## src/rtl/convertidor_binario_bcd_secuencial.sv

```systemverilog
// rtl/convertidor_binario_bcd_secuencial.sv - sequential double-dabble binary-to-BCD converter
// One input bit per clock; results and blank mask are registered and held until the next FIN.
module convertidor_binario_bcd_secuencial #(
  parameter int ANCHO   = 10,
  parameter int DIGITOS = 4
) (
  input  logic                   clk,
  input  logic                   reset_n,
  input  logic                   inicio,
  input  logic [ANCHO-1:0]       dato,
  output logic                   ocupado,
  output logic                   listo,
  output logic [4*DIGITOS-1:0]   bcd,
  output logic                   desborde,
  output logic [DIGITOS-1:0]     apagar
);

  localparam int CW = $clog2(ANCHO + 1);

  localparam logic [1:0] REPOSO   = 2'd0;
  localparam logic [1:0] DESPLAZA = 2'd1;
  localparam logic [1:0] FIN      = 2'd2;

  logic [1:0]           estado_q, estado_d;
  logic [ANCHO-1:0]     bin_q, bin_d;
  logic [4*DIGITOS-1:0] acc_q, acc_d;
  logic                 ovf_q, ovf_d;
  logic [CW-1:0]        cnt_q, cnt_d;
  logic                 listo_q, listo_d;
  logic [4*DIGITOS-1:0] bcd_q, bcd_d;
  logic                 desborde_q, desborde_d;
  logic [DIGITOS-1:0]   apagar_q, apagar_d;

  logic [4*DIGITOS-1:0] ajustado;
  logic [DIGITOS-1:0]   mascara;
  logic                 cero_sup;

  // Add-3 correction on every digit in parallel, ahead of the shift.
  always_comb begin
    ajustado = acc_q;
    for (int i = 0; i < DIGITOS; i++) begin
      if (acc_q[4*i +: 4] >= 4'd5) begin
        ajustado[4*i +: 4] = acc_q[4*i +: 4] + 4'd3;
      end
    end
  end

  // Digit i is blanked when it and every digit above it are zero; units never blank.
  always_comb begin
    mascara  = '0;
    cero_sup = 1'b1;
    for (int i = DIGITOS - 1; i >= 1; i--) begin
      cero_sup   = cero_sup & (acc_q[4*i +: 4] == 4'd0);
      mascara[i] = cero_sup;
    end
  end

  always_comb begin
    estado_d   = estado_q;
    bin_d      = bin_q;
    acc_d      = acc_q;
    ovf_d      = ovf_q;
    cnt_d      = cnt_q;
    listo_d    = 1'b0;
    bcd_d      = bcd_q;
    desborde_d = desborde_q;
    apagar_d   = apagar_q;
    case (estado_q)
      REPOSO: begin
        if (inicio) begin
          bin_d    = dato;
          acc_d    = '0;
          ovf_d    = 1'b0;
          cnt_d    = CW'(ANCHO);
          estado_d = DESPLAZA;
        end
      end
      DESPLAZA: begin
        {acc_d, bin_d} = {ajustado[4*DIGITOS-2:0], bin_q, 1'b0};
        ovf_d          = ovf_q | ajustado[4*DIGITOS-1];
        cnt_d          = cnt_q - CW'(1);
        if (cnt_q == CW'(1)) begin
          estado_d = FIN;
        end
      end
      FIN: begin
        listo_d    = 1'b1;
        desborde_d = ovf_q;
        bcd_d      = ovf_q ? {DIGITOS{4'h9}} : acc_q;
        apagar_d   = ovf_q ? '0 : mascara;
        estado_d   = REPOSO;
      end
      default: estado_d = REPOSO;
    endcase
  end

  always_ff @(posedge clk or negedge reset_n) begin
    if (!reset_n) begin
      estado_q   <= REPOSO;
      bin_q      <= '0;
      acc_q      <= '0;
      ovf_q      <= 1'b0;
      cnt_q      <= '0;
      listo_q    <= 1'b0;
      bcd_q      <= '0;
      desborde_q <= 1'b0;
      apagar_q   <= '0;
    end else begin
      estado_q   <= estado_d;
      bin_q      <= bin_d;
      acc_q      <= acc_d;
      ovf_q      <= ovf_d;
      cnt_q      <= cnt_d;
      listo_q    <= listo_d;
      bcd_q      <= bcd_d;
      desborde_q <= desborde_d;
      apagar_q   <= apagar_d;
    end
  end

  assign ocupado  = (estado_q == DESPLAZA);
  assign listo    = listo_q;
  assign bcd      = bcd_q;
  assign desborde = desborde_q;
  assign apagar   = apagar_q;

endmodule

```

## config.mk

```make
export PLATFORM = sky130hd
export DESIGN_NAME = convertidor_binario_bcd_secuencial
export DESIGN_NICKNAME = d
export VERILOG_FILES = /design/src/rtl/convertidor_binario_bcd_secuencial.sv
export SDC_FILE = /design/constraint.sdc
export NUM_CORES = 1
export LEC_CHECK = 0
export CAP_MARGIN = 30
export CORE_ASPECT_RATIO = 0.75
export CORE_MARGIN = 2
export CORE_UTILIZATION = 58
export DETAILED_ROUTE_END_ITERATION = 8
export PLACE_DENSITY_LB_ADDON = 0.3
export SETUP_SLACK_MARGIN = 0.15
export SKIP_CTS_REPAIR_TIMING = 1
export SLEW_MARGIN = 25
export SYNTH_ARGS = -nofsm -noshare
export SYNTH_HDL_FRONTEND = slang
export SYNTH_SLANG_ARGS = --single-unit
```

## constraint.sdc

```tcl
create_clock -name clk -period 2.6 [get_ports clk]
set_input_delay 0.52 -clock clk [delete_from_list [all_inputs] [get_ports clk]]
set_output_delay 0.52 -clock clk [all_outputs]
set_load 0.03 [all_outputs]
```

==> flow_metrics.tcl <==
set metrics [dict create \
    synth_nets 277 \
    viasPerCell 5.64 \
    setup_slack_ns 0.260 \
    avgSynthCellArea_um2 10.2 \
    slew_viol_final 0 \
    finalInstanceArea_mm2 0.00306 \
    area_growth_pct 19.5 \
    core_mm2 0.00415 \
    status "finished, final reports clean" \
    synth-edff-count 0 \
    critPathLaunchType "flop" \
    required_ns 2.08 \
    hold-worst-slack_ns 0.325 \
    vdd_drop_max_uv 782 \
    r2r-start "estado_q[0]$_DFFE_PN0P_" \
    vias 1916 \
    grt_pass1_wl_um 8610 \
    clockBufferDepth 2 \
    finalWirelength_um 5080 \
    maxCapViolations 0 \
    htree_levels 2 \
    numCtsBuffers 5 \
    slew_headroom 0.534 \
    pre_cts_slack_ns 0.591 \
    clkSinkCount 54 \
    insertedDiodeCount 0 \
    grt_pass1_vias 1817 \
    initial_utilization 0.616 \
    cp-end-kind "primary output" \
    nFillCells 301 \
    synthFlopType "dfrtp_1" \
    final_net_count 311 \
    finalClockSkew_ns 0.00195 \
    async_reset_ff_frac 1.00 \
    crit_start "estado_q[1]$_DFFE_PN0P_" \
    rsz0062_at_grt "false" \
    gp_congestion 0.798 \
    worst_pin_slew_ns 0.698 \
    final_util 0.736 \
    synth_top_cells_by_count "54 x dfrtp_1, 30 x nand2_1, 27 x o21ai_0" \
    min_period_ns 2.34 \
    worstSkewPairLatency_ns 0.30 \
    die_area_mm2 0.00496 \
    yosysUniqueCellTypes 33 \
    r2r_end "apagar[3]$_DFFE_PN0P_" \
    die_y_um 61.5 \
    ant_nets 0 \
    cp_max_fo 13 \
    fin_crit_sh 0.900 \
    antenna_found_initial 0 \
    yosys_warnings 0 \
    hp-class "primary input to async pin" \
    leakage_uw 0.00138 \
    hold_viol 0 \
    max_clock_freq_mhz 427 \
    synth.most_common_cell "dfrtp_1" \
    finalSetupTns_ns 0 \
    yosys-top-cells-area "dfrtp_1 53%, ha_1 6.4%, o21ai_0 5.3%" \
    first_pass_iters 4 \
    dp_hpwl_um 3410 \
    synth_seq_area_share 0.528 \
    reg2regPathDepth 4 \
    place_area_mm2 0.00294 \
    grt_overflow 0 \
    top_layer "met4" \
    root_buffer "clkbuf_8" \
    cts_tree "built" \
    portBuffers 34 \
    p_per_area_mw_per_mm2 1170 \
    routedWlPerCell_um 14.9 \
    grt_start_max_net_pins 55 \
    setup_viol 0 \
    cp.arrival_ns 1.82 \
    synth_seq_cells 54 \
    netlist_area_mm2 0.00256 \
    path_class "flop to primary output" \
    drive_gt1_frac 0.0737 \
    grt_usage 0.231 \
    wl_met3_um 183 \
    drt_iter0_drc 99 \
    synth_top_area_frac 0.528 \
    die_w_um 80.7 \
    wl_met2_um 2290 \
    ios 36 \
    clk_pin_slew_worst_paths_ns 0.09 \
    drc 0 \
    synth_top_area_cell "dfrtp_1" \
    rows 20 \
    synth_cells 251 \
    regToRegSetupSlack_ns 0.84 \
    met1_length_um 2540 \
]
==> critical path: stages, from the launching register on <==
cell and delay, ns:
dfrtp_1 0.52, inv_1 0.18, nand2_1 0.10, inv_2 0.06, clkdlybuf4s50_1 0.66
==> report_power, final <==
group	switching (µW)	total [µW]	internal, µW
clock	257	566	308
sequential	279	1420	1140
combinational	885	1590	710
==> stage by stage <==
step / std cells / power (µW)
detailed placement: 333 / 2990
global placement: 333 / 2930
CTS: 340 / 3580
floorplan: 251 / 2500
global route: 340 / 3840
finish: 340 / 3580
==> cell type report <==
class | instances | area, µm² | area share
clock inverters | 1 | 30.0 | 0.00983
multi-input cells | 169 | 1080 | 0.354
clock buffers | 6 | 82.6 | 0.0270
well taps | 55 | 68.8 | 0.0225
repair buffers | 41 | 388 | 0.127
flip-flops and latches | 54 | 1350 | 0.442
inverters | 14 | 52.6 | 0.0172
==> layer usage <==
metal,GRT usage,up-vias
li1,-,940
met1,0.332,930
met2,0.362,37
met3,0.0499,9
met4,0.0678,0
met5,0,-
==> cells in the final DEF, fill, tap and decap left out, types with 2 or more instances in the layout <==
cell / count
nor3b_1: 5
o31ai_1: 10
inv_1: 13
nand2_1: 30
a22oi_1: 6
nand3_1: 2
xnor2_1: 4
ha_1: 13
a21oi_1: 11
nor2_1: 16
clkbuf_8: 6
o22ai_1: 6
xor2_1: 2
o21ai_0: 27
a31oi_1: 2
a32o_1: 5
nand2b_1: 9
a22o_1: 5
mux2_2: 3
mux2i_1: 4
clkdlybuf4s50_1: 33
dfrtp_1: 54
buf_4: 7
==> registers in the layout, indices dropped and copies added (netlist names) <==
register and count:
acc_q 16, apagar 3, bcd 16, bin_q 10, cnt_q 4, desborde 1
estado_q 2, listo 1, ovf_q 1
==> kinds of logic (layout without fill, tap and decap cells) <==
| kind of cell | count (synthesis) | after routing | synth area share |
|---|---|---|---|
| XOR/XNOR | 6 | 6 | 0.0205 |
| flip-flops | 54 | 54 | 0.528 |
| AND/OR/NAND/NOR | 67 | 67 | 0.122 |
| multiplexers | 7 | 7 | 0.0289 |
| AO/OA/AOI/OAI | 75 | 75 | 0.186 |
| buffers and inverters | 28 | 62 | 0.0484 |
| other | 1 | 1 | 0.00147 |
| adder cells (fa/ha/maj) | 13 | 13 | 0.0636 |
==> worst max-delay path by stage <==
stage	endpoint
2_1_floorplan	ocupado
3_3_place_gp	ocupado
3_5_place_dp	ocupado
4_1_cts	ocupado
5_1_grt	ocupado
6_report	ocupado
Power figures use the tool's default switching activity.
